## src/rtl/cpu_pkg.sv

```systemverilog
// Shared definitions for the CPU front end: opcode and funct3 encodings of
// the control-transfer instructions, the fetch sequencer state type and the
// default program-counter width.
package cpu_pkg;

  localparam int DEFAULT_PC_W = 12;

  localparam logic [6:0] OPC_BRANCH = 7'b1100011;
  localparam logic [6:0] OPC_JAL    = 7'b1101111;
  localparam logic [6:0] OPC_JALR   = 7'b1100111;

  localparam logic [2:0] F3_BEQ  = 3'b000;
  localparam logic [2:0] F3_BNE  = 3'b001;
  localparam logic [2:0] F3_BLT  = 3'b100;
  localparam logic [2:0] F3_BGE  = 3'b101;
  localparam logic [2:0] F3_BLTU = 3'b110;
  localparam logic [2:0] F3_BGEU = 3'b111;

  typedef enum logic {
    RUN  = 1'b0,
    HALT = 1'b1
  } seq_state_t;

endpackage

```

## src/rtl/branch_compare.sv

```systemverilog
// Conditional-branch comparator.
// Purely combinational. For a given funct3 it reports whether the branch
// condition holds and whether the funct3 is one of the reserved encodings.
//   funct3   : branch kind of the EX instruction
//   rs1_data : first source operand
//   rs2_data : second source operand
//   cond     : branch condition holds (always 0 for reserved encodings)
//   illegal  : funct3 is 010 or 011
module branch_compare
  import cpu_pkg::*;
(
  input  logic [2:0]  funct3,
  input  logic [31:0] rs1_data,
  input  logic [31:0] rs2_data,
  output logic        cond,
  output logic        illegal
);

  logic eq;
  logic lt_s;
  logic lt_u;

  assign eq   = (rs1_data == rs2_data);
  assign lt_s = ($signed(rs1_data) < $signed(rs2_data));
  assign lt_u = (rs1_data < rs2_data);

  always_comb begin
    // NOTE: every output gets a default before the case so that no path
    // leaves it unassigned; an unassigned path would infer a latch.
    cond    = 1'b0;
    illegal = 1'b0;
    case (funct3)
      F3_BEQ:  cond = eq;
      F3_BNE:  cond = ~eq;
      F3_BLT:  cond = lt_s;
      F3_BGE:  cond = ~lt_s;
      F3_BLTU: cond = lt_u;
      F3_BGEU: cond = ~lt_u;
      default: illegal = 1'b1;
    endcase
  end

endmodule

```

## src/rtl/fetch_sequencer.sv

```systemverilog
// Fetch sequencer for the 2-stage fetch (F) / execute (EX) pipeline.
// Owns the program counter, picks the next fetch address (sequential,
// branch, JAL or JALR target), squashes the wrong-path word on a taken
// control transfer, handles stall and halt/resume, and counts retired
// instructions.
//   clk, rst_n     : clock (rising edge), asynchronous active-low reset
//   stall          : freeze the whole pipeline this cycle
//   halt_req       : stop fetching after the EX instruction completes
//   resume         : leave HALT
//   opcode_ex      : opcode of the EX instruction
//   funct3_ex      : funct3 of the EX instruction
//   rs1_data       : first register operand of the EX instruction
//   rs2_data       : second register operand of the EX instruction
//   branch_addr    : conditional-branch target
//   jal_addr       : JAL target
//   jalr_addr      : JALR target
//   pc_f           : instruction-memory read address
//   pc_ex          : PC of the instruction in EX
//   ex_valid       : EX holds a real, non-squashed instruction
//   redirect       : taken control transfer this cycle
//   link_addr      : pc_ex + 1, return address for JAL/JALR
//   illegal_branch : EX branch uses a reserved funct3
//   halted         : sequencer is in HALT
//   instret        : retired-instruction count
module fetch_sequencer
  import cpu_pkg::*;
#(
  parameter int              PC_W     = DEFAULT_PC_W,
  parameter logic [PC_W-1:0] RESET_PC = '0,
  parameter int              CNT_W    = 32
) (
  input  logic             clk,
  input  logic             rst_n,
  input  logic             stall,
  input  logic             halt_req,
  input  logic             resume,
  input  logic [6:0]       opcode_ex,
  input  logic [2:0]       funct3_ex,
  input  logic [31:0]      rs1_data,
  input  logic [31:0]      rs2_data,
  input  logic [PC_W-1:0]  branch_addr,
  input  logic [PC_W-1:0]  jal_addr,
  input  logic [PC_W-1:0]  jalr_addr,
  output logic [PC_W-1:0]  pc_f,
  output logic [PC_W-1:0]  pc_ex,
  output logic             ex_valid,
  output logic             redirect,
  output logic [PC_W-1:0]  link_addr,
  output logic             illegal_branch,
  output logic             halted,
  output logic [CNT_W-1:0] instret
);

  seq_state_t       state_q;
  seq_state_t       state_d;
  logic [PC_W-1:0]  pc_f_d;
  logic [PC_W-1:0]  pc_ex_d;
  logic             ex_valid_d;
  logic [CNT_W-1:0] instret_d;

  logic             is_branch;
  logic             is_jal;
  logic             is_jalr;
  logic             cond;
  logic             illegal;
  logic             take_ex;
  logic [PC_W-1:0]  target;
  logic [PC_W-1:0]  fetch_next;

  branch_compare u_branch_compare (
    .funct3   (funct3_ex),
    .rs1_data (rs1_data),
    .rs2_data (rs2_data),
    .cond     (cond),
    .illegal  (illegal)
  );

  assign is_branch = (opcode_ex == OPC_BRANCH);
  assign is_jal    = (opcode_ex == OPC_JAL);
  assign is_jalr   = (opcode_ex == OPC_JALR);

  assign take_ex        = ex_valid & (is_jal | is_jalr | (is_branch & cond));
  assign redirect       = take_ex & ~stall & (state_q == RUN);
  assign illegal_branch = ex_valid & is_branch & illegal;

  assign target = is_jal  ? jal_addr  :
                  is_jalr ? jalr_addr :
                            branch_addr;

  // Sequential fetch wraps modulo 2^PC_W through plain truncation.
  assign fetch_next = redirect ? target : pc_f + PC_W'(1);

  assign link_addr = pc_ex + PC_W'(1);
  assign halted    = (state_q == HALT);

  always_comb begin
    state_d    = state_q;
    pc_f_d     = pc_f;
    pc_ex_d    = pc_ex;
    ex_valid_d = ex_valid;
    instret_d  = instret;
    case (state_q)
      RUN: begin
        if (!stall) begin
          pc_ex_d   = pc_f;
          pc_f_d    = fetch_next;
          instret_d = instret + CNT_W'(ex_valid);
          if (halt_req) begin
            // The EX instruction still completes; fetch_next is the
            // address execution resumes from.
            state_d    = HALT;
            ex_valid_d = 1'b0;
          end else begin
            // A redirect squashes the word currently being read.
            ex_valid_d = ~redirect;
          end
        end
      end
      HALT: begin
        // Stall is ignored here. After resume, ex_valid stays low for one
        // cycle while memory delivers the word at the resume point.
        ex_valid_d = 1'b0;
        if (resume) state_d = RUN;
      end
      default: state_d = RUN;
    endcase
  end

  // NOTE: sequential state uses non-blocking assignments so every register
  // samples the values from before this clock edge.
  always_ff @(posedge clk or negedge rst_n) begin
    if (!rst_n) begin
      state_q  <= RUN;
      pc_f     <= RESET_PC;
      pc_ex    <= RESET_PC;
      ex_valid <= 1'b0;
      instret  <= '0;
    end else begin
      state_q  <= state_d;
      pc_f     <= pc_f_d;
      pc_ex    <= pc_ex_d;
      ex_valid <= ex_valid_d;
      instret  <= instret_d;
    end
  end

endmodule

```

## config.mk

```make
export PLATFORM = sky130hd
export DESIGN_NAME = fetch_sequencer
export DESIGN_NICKNAME = d
export VERILOG_FILES = /design/src/rtl/cpu_pkg.sv /design/src/rtl/branch_compare.sv /design/src/rtl/fetch_sequencer.sv
export SDC_FILE = /design/constraint.sdc
export NUM_CORES = 1
export LEC_CHECK = 0
export CORE_ASPECT_RATIO = 0.5
export CORE_UTILIZATION = 42
export CTS_CLUSTER_DIAMETER = 30
export DETAILED_ROUTE_END_ITERATION = 16
export GPL_TIMING_DRIVEN = 0
export PLACE_DENSITY = 0.88
export RECOVER_POWER = 100
export SYNTH_ARGS = -nofsm -noshare
export SYNTH_HDL_FRONTEND = slang
export SYNTH_HIERARCHICAL = 1
export SYNTH_SLANG_ARGS = --single-unit
```

## constraint.sdc

```tcl
create_clock -name clk -period 4.5 [get_ports clk]
set_input_delay 0.9 -clock clk [delete_from_list [all_inputs] [get_ports clk]]
set_output_delay 0.9 -clock clk [all_outputs]
set_load 0.02 [all_outputs]
```

**Word-level counts from Yosys, hierarchy flattened**

Index checks and enable logic that the tools add are counted.

- Multiplexer cells: 12
- Add/sub/neg operators: 3
- Reduce and logical (&&, ||, !) cells: 3
- Bitwise operators: 14
- Equal/unequal tests: 10
- Magnitude comparators: 2

Operator list:

| cell | number |
|---|---|
| 32-bit less-than comparator | 2 |
| 12-bit 2-to-1 mux | 3 |
| 32-bit by 1-bit adder with 32-bit output | 1 |
| 32-bit == test | 1 |
| 12-bit by 1-bit adder with 12-bit output (second input constant) | 2 |
| 7-bit == test (second input constant) | 3 |
| 3-bit == test (second input constant) | 4 |
| 1-bit bitwise AND | 6 |
| 1-bit 2-to-1 mux | 6 |
| 1-bit inverter | 6 |
| 1-bit one-hot mux with 6 select lines | 1 |
| 6-bit OR reduction | 1 |
| 1-bit one-hot mux with 2 select lines | 2 |
| 3-bit by 1-bit == test with 1-bit output (second input constant) | 1 |
| 3-bit zero test | 1 |
| 2-bit inequality test (second input constant) | 1 |
| 1-bit OR | 2 |
| 2-bit AND reduction | 1 |

- Word-level logic and storage cells: 49
- Flip-flop bits (word level): 58
- Input bits: 115

**Longest topological paths before layout**

- Word-level depth: 12
- Depth in mapped cells: 15

**Cells and area by module**

The synthesis kept the hierarchy.

Modules (own cells, without submodules):

| module | sequential area each (sq um) | instances | area each (sq um) | cells each |
|---|---|---|---|---|
| fetch_sequencer | 1451.4 | 1 | 3078.0 | 324 |
| branch_compare | 0.0 | 1 | 870.8 | 121 |

**Least setup slack after synthesis**

Ideal clock, no wire load.

- Kind: input -> output
- Start: in rs2_data[19]
- End: out redirect
- Data required time: 3600 ps
- Stages on the path: 12
- Data arrival time: 3133 ps
- Path buffers: 2
- Slack: 467 ps
- Cells stage by stage: inv_1 -> ha_1 -> and4_2 -> or4b_2 -> o22ai_1 -> or4_1 -> a31o_1 -> a21oi_1 -> or3_1 -> buf_6 -> clkinv_4 -> buf_4

- Longest elaborated chain between the ends: 8

Ends and longest elaborated chain:

| what | RTL line | source |
|---|---|---|
| from (decl) | fetch_sequencer.sv:40 | `input logic [31:0] rs2_data,` |
| 32-bit less-than comparator, or another cell as far along | branch_compare.sv:25 | `assign lt_u = (rs1_data < rs2_data);` |
| 1-bit inverter (on tied branches) | branch_compare.sv:38, branch_compare.sv:34, branch_compare.sv:36 |  |
| 1-bit one-hot mux with 6 select lines * | branch_compare.sv:32 | `case (funct3)` |
| net cond | fetch_sequencer.sv:64 | `logic cond;` |
| 1-bit bitwise AND * | fetch_sequencer.sv:82 | `assign take_ex = ex_valid & (is_jal \| is_jalr \| (is_branch & cond));` |
| 1-bit OR * | fetch_sequencer.sv:82 |  |
| 1-bit bitwise AND * | fetch_sequencer.sv:82 |  |
| 1-bit bitwise AND * (2 in a row) | fetch_sequencer.sv:83 | `assign redirect = take_ex & ~stall & (state_q == RUN);` |
| to (decl) | fetch_sequencer.sv:47 | `output logic redirect,` |

Mark *: on every way through the listed nets, which the timed path passes. The rest lies on a longest branch.

**Worst setup path after layout**

- Start: in rs2_data[22]
- End: out redirect

Same word-level chain as after synthesis.

==> impl_metrics.yaml <==
critical_path:
  crit_top_cell: "buf_6"
  start_kind: "primary input"
  reg2reg_from: "halted$_DFF_PN0_"
  worstPathBufferInverterCount: 5
  cpPeakStageDelay_ps: 590
  cp_top_family: "simple AND/OR/NAND/NOR gates"
  r2r_slack_ps: 2210
  reg2reg_depth: 5
  cp.required_ps: 3600
  crit_slowest_cell: "or4b_4"
  cp.arrival_ps: 3600
  critPathMaxFanout: 2
  end_kind: "output port"
  critical_path_class: "in -> out"
  r2r_end: "instret[20]$_DFFE_PN0P_"
  crit_path_cell_trace: "clkdlybuf4s50_1, inv_1, ha_1, nand4_1, or4b_4, o22ai_2, or4_1, a31o_1, a21oi_2, or3_1, buf_6, clkinv_8, buf_6"
drt:
  vias: 4173
  drt-initial-drc-count: 196
  wl_per_cell_um: 17.53
  wirelength_mm: 13.41
  dr.pass1.iters: 11
  drc: 3
  drtAntennaViolNets: 0
  via_per_inst: 5.455
clock_tree:
  clk_path_buf_depth: 2
  clockRootBuffer: "clkbuf_16"
  cts_inserted_buffers: 9
  htreeDepth: 3
  cts_tree: "built"
  clock_sinks: 58
  clock_latency_ps: 320
  clk_pin_slew_ps: 50
cells_and_area:
  final_cells: 765
  area_growth_pct: 63.94
  nFillCells: 624
  drive_gt1_share_pct: 8.951
  most-common-layout-cells: "clkdlybuf4s50_1 (105), nand2_1 (77), dlygate4sd3_1 (71)"
  nets: 795
  final_common_cell: "clkdlybuf4s50_1"
  diodes: 0
hold_path:
  holdPathStages: 1
  hold_path.startpoint: "instret[31]$_DFFE_PN0P_"
  hold_path_class: "reg -> reg"
  hold_end: "instret[31]$_DFFE_PN0P_"
outcome:
  status: "complete, but fails checks"
  violations: "design-rule violations, max-capacitance violations, max-slew violations"
placed_design:
  portBuffers: 185
  dp_cells: 748
  place.gp.congestion: 0.8910
  post-dp-hpwl_mm: 10.15
timing:
  slew_viol_final: 35
  finalClockSkew_ps: 7.508
  fmax_mhz: 222.3
  fin_crit_sh_pct: 99.94
  min_period_ps: 4497
  hold_violations: 0
  relSlewSlack_pct: -20.84
  tightest_slew_ps: 1813
  report.final.setup_viol: 0
power_and_ir_drop:
  power_leakage_nw: 3.024
  pwr-share-comb_pct: 36.2
  internal_power_mw: 1.359
  p_switching_mw: 0.7391
  p_sw_share_pct: 35.22
  power_frac_clock_pct: 29.4
  p_per_area_nw_per_um2: 324.1
  p_total_mw: 2.098
  p_seq_share_pct: 34.3
  vdd_ir_drop_max_v: 0.0002415
die:
  die_w_um: 139.1
  die_h_um: 70.57
  dieArea_um2: 9817
  core_area_um2: 8919
  initial_core_util_pct: 44.28
  io-pin-count: 187
  num_rows: 24
synth:
  synth_seq_area_share_pct: 36.76
  synthArstFlopShare_pct: 100.0
  yosys_warnings: 6
  synth_ff_type: "dfrtp_1"
  synth.avg_cell_area_um2: 8.874
  synth_cell_types: 48
  synth_edf_count: 0
  yosys_register_bits: 58
  syn_area_um2: 3949
  syn_nets: 596
  synthCells: 445
global_routing:
  grt_pass1_vias: 4357
  grt_pass1_wl_mm: 20.69
  antenna_found_initial: 0
  grt-ovfl-total: 0
  grtUsageTotal_pct: 26.93
  grt_max_degree: 35
job:
  cap_violations: 1
-- state kept, by name, indices dropped and copies added (netlist names) --
name,cells
instret,32
pc_ex,12
ex_valid,1
pc_f,12
halted,1
-- cell type report --
| type | instances | area [um^2] | share of cell area, % |
|---|---|---|---|
| sequential | 58 | 1451 | 22.42 |
| clock buffer | 12 | 256.5 | 3.962 |
| buffer | 9 | 50.05 | 0.7731 |
| multi-input combinational | 336 | 2497 | 38.58 |
| timing repair buffer | 189 | 1891 | 29.20 |
| tap | 117 | 146.4 | 2.261 |
| inverter | 41 | 166.4 | 2.571 |
| clock inverter | 3 | 15.01 | 0.2319 |
-- per-layer routing --
metal | vias to the layer above | global-route usage, % | routed length, um
met1 | 1974 | 29.16 | 4923
li1 | 1954 | - | -
met4 | 0 | 11.48 | 527
met2 | 199 | 50.06 | 6937
met5 | - | 0 | 0
met3 | 46 | 7.786 | 1021
-- cells by family (layout without fill, tap and decap cells) --
group,count (synthesis),count (layout),synth area share (%)
AOI/OAI and AO/OA,59,59,9.950
xor gates and xnor gates,48,48,10.65
adders and majority gates,36,36,11.41
buffers and inverters,51,254,5.513
DFF,58,58,36.76
muxes,12,12,3.042
and+or+nand+nor,181,181,22.69
-- synthesized netlist by cell type (2+ instances only) --
master    instances  area, um^2
or4_1             3       22.52
and2_1            2       12.51
nor2b_1           2       12.51
nor3_2            2       20.02
a221o_1           5       50.05
or3_1             3       18.77
ha_1             36       450.4
nor2_2            2       12.51
o21ai_0          18       90.09
nor2_1           19       71.32
nand3_1          26       130.1
o211ai_1          6       45.04
clkbuf_1          4       15.01
nand4_1          18       112.6
xnor2_1          34       297.8
mux2i_1          12       120.1
a21oi_1          14       70.07
xor2_1           14       122.6
a221oi_2          2       30.03
buf_2             2       10.01
and3_1            9       56.30
dfrtp_1          58        1451
a211oi_1          4       30.03
nor3_1            7       35.03
a21o_1            3       22.52
and4_2            2       20.02
nand2_1          77       289.0
buf_6             2       22.52
inv_1            40       150.1
-- timing repair --
item / CTS / global route
hold buffers: 0 / 0
buffers inserted: 2 / 1
pin swaps: 6 / 13
resized for setup: 15 / 31
setup endpoints to repair: 1 / 1
hold endpoints to repair: 0 / 0
-- power by group through the flow --
stage | Clock, mW | Sequential, mW | Combinational, mW
final | 0.617 | 0.721 | 0.760
after global routing | 0.650 | 0.734 | 0.814
after CTS | 0.619 | 0.719 | 0.781
after detailed placement | 0 | 0.725 | 0.764
after global placement | 0 | 0.724 | 0.747
after floorplan | 0 | 0.789 | 0.265
-- how the worst max path moves through the flow --
stage	from	end	slack (ps)	cells after the start
finish	rs2_data[22]	redirect	3	13
CTS	rs2_data[31]	redirect	0.8	13
floorplan	rs2_data[19]	redirect	470	12
detailed placement	rs2_data[31]	redirect	-830	14
global placement	rs2_data[31]	redirect	-800	14
global route	rs2_data[30]	redirect	-110	14
-- through the flow --
step / hold WS, ps / cell area (um^2) / worst slack [ps] / util, % / TNS, ps
6_report: 469.0 / 6474 / 2.506 / 72.59 / 0
3_3_place_gp: 467.0 / 5947 / -798.8 / 66.68 / -798.8
4_1_cts: 480.1 / 6305 / 0.7871 / 70.69 / 0
5_1_grt: 501.0 / 6474 / -113.7 / 72.59 / -113.7
2_1_floorplan: 582.2 / 3949 / 467.3 / - / 0
3_5_place_dp: 465.2 / 5962 / -834.9 / 66.85 / -834.9
No activity file was read; power rests on OpenSTA's default activity.
==> variant 1: new RTL, config.mk and constraints unchanged <==
Put a register stage on the output `redirect`, without a reset. The value now appears one clock later. The other outputs are not delayed to match. Comments in the files are not updated.
--- a/src/rtl/fetch_sequencer.sv
+++ b/src/rtl/fetch_sequencer.sv
@@ -52,4 +52,6 @@
 );
 
+  logic redirect_d;
+
   seq_state_t       state_q;
   seq_state_t       state_d;
@@ -81,5 +83,5 @@
 
   assign take_ex        = ex_valid & (is_jal | is_jalr | (is_branch & cond));
-  assign redirect       = take_ex & ~stall & (state_q == RUN);
+  assign redirect_d     = take_ex & ~stall & (state_q == RUN);
   assign illegal_branch = ex_valid & is_branch & illegal;
 
@@ -89,5 +91,5 @@
 
   // Sequential fetch wraps modulo 2^PC_W through plain truncation.
-  assign fetch_next = redirect ? target : pc_f + PC_W'(1);
+  assign fetch_next = redirect_d ? target : pc_f + PC_W'(1);
 
   assign link_addr = pc_ex + PC_W'(1);
@@ -113,5 +115,5 @@
           end else begin
             // A redirect squashes the word currently being read.
-            ex_valid_d = ~redirect;
+            ex_valid_d = ~redirect_d;
           end
         end
@@ -145,4 +147,8 @@
   end
 
+  always_ff @(posedge clk) begin
+    redirect <= redirect_d;
+  end
+
 endmodule
 
Function: changed (a bounded check fails within 4 cycles, from zero or initial values and one cycle with rst_n low).
==> variant 1 against the original RTL <==
The run ends with max-capacitance violations, max-slew violations left; sequential cell count grew 1; non-clock buffer count shrank 2; count of clock-buffer cells in the layout is 2 higher; final area down 4.1%; power down 1.8%; global-route usage down 1.6 points; synthesized area grew 0.51%; hold slack got worse by 0.0016 ns; routed wire length fell by 11%; synthesized cell count rose by 0.22%; first-iteration DRC count fell by 30%; setup slack gained 0.53 ns; critical endpoint is now pc_f[4].
==> variant 1: results (changes against the original RTL) <==
Slew Limit Fails -> 41 (+17%)
R2R Path End -> instret[22]
max_cap viols -> 1 (unchanged)
Final nets -> 794 (-0.13%)
final core occ -> 0.694 (-0.0322)
Clock buf/inv share -> 0.0441 (+0.00220)
Worst EP arrival -> 4.21 ns (+0.61 ns)
Setup Buffers After CTS -> 0 (-2)
core area -> 0.00895 mm² (+0.34%)
Metal-1 WL -> 4.89 mm (-0.75%)
first-pass GRT wire length -> 19.5 mm (-5.6%)
Buffers, non-clock -> 196 (-1.0%)
Compound-Gate Fraction of Synth Area -> 0.0990 (-0.000502)
met2 usage -> 0.463 (-0.0377)
Synth Area in XOR/XNOR -> 0.106 (-0.000537)
Non-clock inverters -> 41 (unchanged)
status -> finished with violations
largest net degree at the start of global routing -> 41 (+17%)
crit-path max FO -> 10 (+8)
# clk buffers -> 14 (+2)
Synthesized Nets -> 597 (+0.17%)
top cells by area, synth -> dfrtp_1 37%, ha_1 11%, xnor2_1 7.5%
NetSw -> 706 µW (-4.4%)
sequential cell area share -> 0.237 (+0.0129)
Placed Area -> 0.00598 mm² (+0.34%)
final setup skew -> 0.00655 ns (-0.000962 ns)
FFs w/ async S/R, synth -> 0.983 (-0.0169)
mux contribution to synthesized area -> 0.0303 (-0.000153)
Starting DRT DRC Count -> 137 (-30%)
Fill cells -> 675 (+8.2%)
worst relative slew slack -> -0.401 (-0.192)
largest vdd supply drop -> 0.228 mV (-5.5%)
number of clock sinks -> 59 (+1.7%)
Cells after Synth -> 446 (+0.22%)
GRT Overall Usage -> 0.253 (-0.0164)
DRT Pass-1 Iters -> 4 (-7)
DR WL met2 -> 6.04 mm (-13%)
multi-input combinational area share -> 0.364 (-0.0215)
GR Layer Usage met3 -> 0.0562 (-0.0217)
post-synth cell types -> 49 (+2.1%)
Lkg Pwr -> 0.00294 µW (-2.6%)
WL per Instance -> 15.6 µm (-11%)
met3 WL -> 584 µm (-43%)
hold_ws -> 0.467 ns (-0.00161 ns)
worst r2r path cells -> 5 (unchanged)
violated checks -> max-capacitance violations, max-slew violations
Adder-Cell Fraction of Synth Area -> 0.113 (-0.000575)
Max stage delay cell, worst path -> or4b_2
layout cells sized above 1 -> 0.0355 (-0.0540)
HPWL after DPL -> 9.76 mm (-3.9%)
via count -> 3992 (-4.3%)
gpl congestion -> 0.879 (-1.3%)
buffer share of cell area -> 0.305 (+0.00561)
met1 GRT Util -> 0.285 (-0.00696)
post-CTS sizing -> 0 (-15)
## variant 1: changes by cell type in the layout (fill, tap and decap cells not counted), sizes merged, moves of 2 or more
cell           delta
buf               -5
clkbuf            +4
clkdlybuf4s50     +6
dlygate4sd3       +2
dlymetal6s2s      -7
## variant 1: how the worst max path moves through the flow
| stage | startpoint | to | slack, ns | cells after the start |
|---|---|---|---|---|
| floorplan | rs2_data[19] | pc_f[9] | 1.04 | 12 |
| global placement | rs2_data[19] | pc_f[9] | 0.37 | 14 |
| detailed placement | rs2_data[19] | pc_f[0] | 0.29 | 14 |
| CTS | rs2_data[19] | pc_f[0] | 0.61 | 14 |
| global route | rs2_data[11] | pc_f[7] | 0.29 | 16 |
| finish | rs2_data[19] | pc_f[4] | 0.53 | 15 |
## variant 1: power groups by stage
stage	logic (µW)	registers, µW	clock network, µW
floorplan	265	798	0
global placement	746	732	0
detailed placement	762	735	0
CTS	770	729	618
global route	774	743	645
finish	721	728	612
==> variant 2: new RTL, same settings <==
Without the edit above. The parameter `CNT_W` goes from 32 to 36.
--- a/src/rtl/fetch_sequencer.sv
+++ b/src/rtl/fetch_sequencer.sv
@@ -28,5 +28,5 @@
   parameter int              PC_W     = DEFAULT_PC_W,
   parameter logic [PC_W-1:0] RESET_PC = '0,
-  parameter int              CNT_W    = 32
+  parameter int              CNT_W    = 36
 ) (
   input  logic             clk,
Ports: changed (resized instret); port bits go from 187 to 191. No check against the original RTL was run, so the function may have changed too.
==> variant 2 against the original RTL <==
The flow finishes with violations (max-capacitance violations, max-slew violations); synthesized area grew 6.4%; synthesized cell count shrank 1.1%; critical path depth shrank 1; sequential share of layout area shrank 0.27 points; final area grew 8.2%; sequential cell count grew 4; setup slack gained 0.0075 ns; combinational power grew 12%; clock power grew 13%; routed wire length grew 3.9%; count of clock-buffer cells in the layout shrank 2; power grew 10%; critical path type unchanged.
==> variant 2: results (changes against the original RTL) <==
met2 usage -> 0.488 (-0.0124)
crit path from -> rs1_data[9]
Post-Route WL -> 13.9 mm (+3.9%)
port buffer count -> 190 (+2.7%)
initial antenna violation count -> 3 (+3)
Lkg Pwr -> 0.00328 µW (+8.6%)
violated checks -> max-capacitance violations, max-slew violations
H-tree Lvls -> 3 (unchanged)
Worst EP arrival -> 3.59 ns (about the same)
met3 WL -> 895 µm (-12%)
Cells after Synth -> 440 (-1.1%)
Final nets -> 805 (+1.3%)
Synthesized Nets -> 591 (-0.84%)
placed insts -> 767 (+2.5%)
via count -> 4270 (+2.3%)
Worst Tran Pin Value -> 1.81 ns (-0.00667 ns)
GR Layer Usage met3 -> 0.0591 (-0.0188)
HPWL after DPL -> 9.85 mm (-3.0%)
reg-to-reg startpoint -> ex_valid
Placed Area -> 0.00631 mm² (+5.9%)
Starting DRT DRC Count -> 132 (-33%)
vias per cell -> 5.36 (-1.8%)
final setup margin -> 0.0100 ns (+0.00751 ns)
largest vdd supply drop -> 0.207 mV (-14%)
CP top delay family -> compound AO/OA/AOI/OAI gates
gpl congestion -> 0.793 (-11%)
crit-path max FO -> 3 (+1)
Clk Latency, worst-skew pair -> 0.32 ns (about the same)
fraction of the yosys area taken by sequential cells -> 0.369 (+0.00182)
NetSw -> 791 µW (+7.0%)
register share of total power -> 0.327 (-0.016)
DRT Pass-1 Iters -> 4 (-7)
Slew Limit Fails -> 35 (unchanged)
top cells by area, synth -> dfrtp_1 37%, ha_1 11%, xnor2_1 6.9%
Worst Path Buf+Inv -> 2 (-3)
worst r2r path cells -> 8 (+3)
status -> finished with violations
Power Internal -> 1520 µW (+12%)
Clk pin slew, worst setup/hold paths -> 0.06 ns
final setup skew -> 0.00909 ns (+0.00158 ns)
max_cap viols -> 1 (unchanged)
most frequent cells after synthesis -> 62 x dfrtp_1, 45 x nand2_1, 38 x inv_1, 36 x ha_1, 33 x xnor2_1
DP Worst Slack -> -0.959 ns (-0.124 ns)
post-CTS sizing -> 44 (+29)
reg-to-reg setup timing slack -> 2.19 ns (-0.02 ns)
Metal-1 WL -> 5.30 mm (+7.7%)
Setup Buffers After CTS -> 8 (+6)
DR top layer -> met4
Critical Path Max Stage Delay -> 0.53 ns (-0.06 ns)
layout cells sized above 1 -> 0.149 (+0.0592)
Fill cells -> 678 (+8.7%)
DR WL met2 -> 7.26 mm (+4.7%)
HP Class -> in2async
met1 GRT Util -> 0.267 (-0.0249)
GRT Overall Usage -> 0.254 (-0.0156)
first-pass GRT wire length -> 20.3 mm (-2.0%)
Regs by FF count -> instret (36), pc_ex (12), pc_f (12)
==> variant 2: worst min-delay path by stage <==
| stage | cells after the start | slack, ns | endpoint |
|---|---|---|---|
| 2_1_floorplan | 1 | 0.58 | instret[35] |
| 3_3_place_gp | 1 | 0.46 | instret[35] |
| 3_5_place_dp | 1 | 0.48 | instret[9] |
| 4_1_cts | 1 | 0.40 | pc_ex[6] |
| 5_1_grt | 1 | 0.46 | pc_ex[6] |
| 6_report | 1 | 0.44 | pc_ex[6] |
==> variant 2: area by class of cell <==
cell class / instances / area [µm²] / area share
Sequential cell: 62 / 1550 / 0.222
Buffer: 9 / 42.5 / 0.00607
Multi-Input combinational cell: 330 / 2750 / 0.393
Inverter: 38 / 143 / 0.0204
Clock buffer: 10 / 239 / 0.0341
Clock inverter: 6 / 68.8 / 0.00982
Timing Repair Buffer: 204 / 2030 / 0.290
Tap cell: 135 / 169 / 0.0241
Antenna cell: 3 / 7.51 / 0.00107
==> variant 2: logic make-up (layout without fill, tap and decap cells) <==
| logic type | count (synthesis) | in the layout | synth area share |
|---|---|---|---|
| buf+inv | 48 | 267 | 0.0489 |
| simple gates | 161 | 161 | 0.219 |
| xor+xnor | 52 | 52 | 0.108 |
| other cells | 0 | 3 | 0 |
| compound gates | 57 | 57 | 0.0867 |
| mux | 24 | 24 | 0.0608 |
| flops | 62 | 62 | 0.369 |
| fa+ha+maj | 36 | 36 | 0.107 |
==> variant 2: worst reg2reg max path, delay by kind of cell (launching register included) <==
| family | cells | cell delay (ns) |
|---|---|---|
| adder cells (fa/ha/maj) | 2 | 0.35 |
| AND/OR/NAND/NOR | 4 | 0.99 |
| XOR/XNOR | 1 | 0.14 |
| flip-flops | 1 | 0.42 |
| buffers and inverters | 1 | 0.30 |
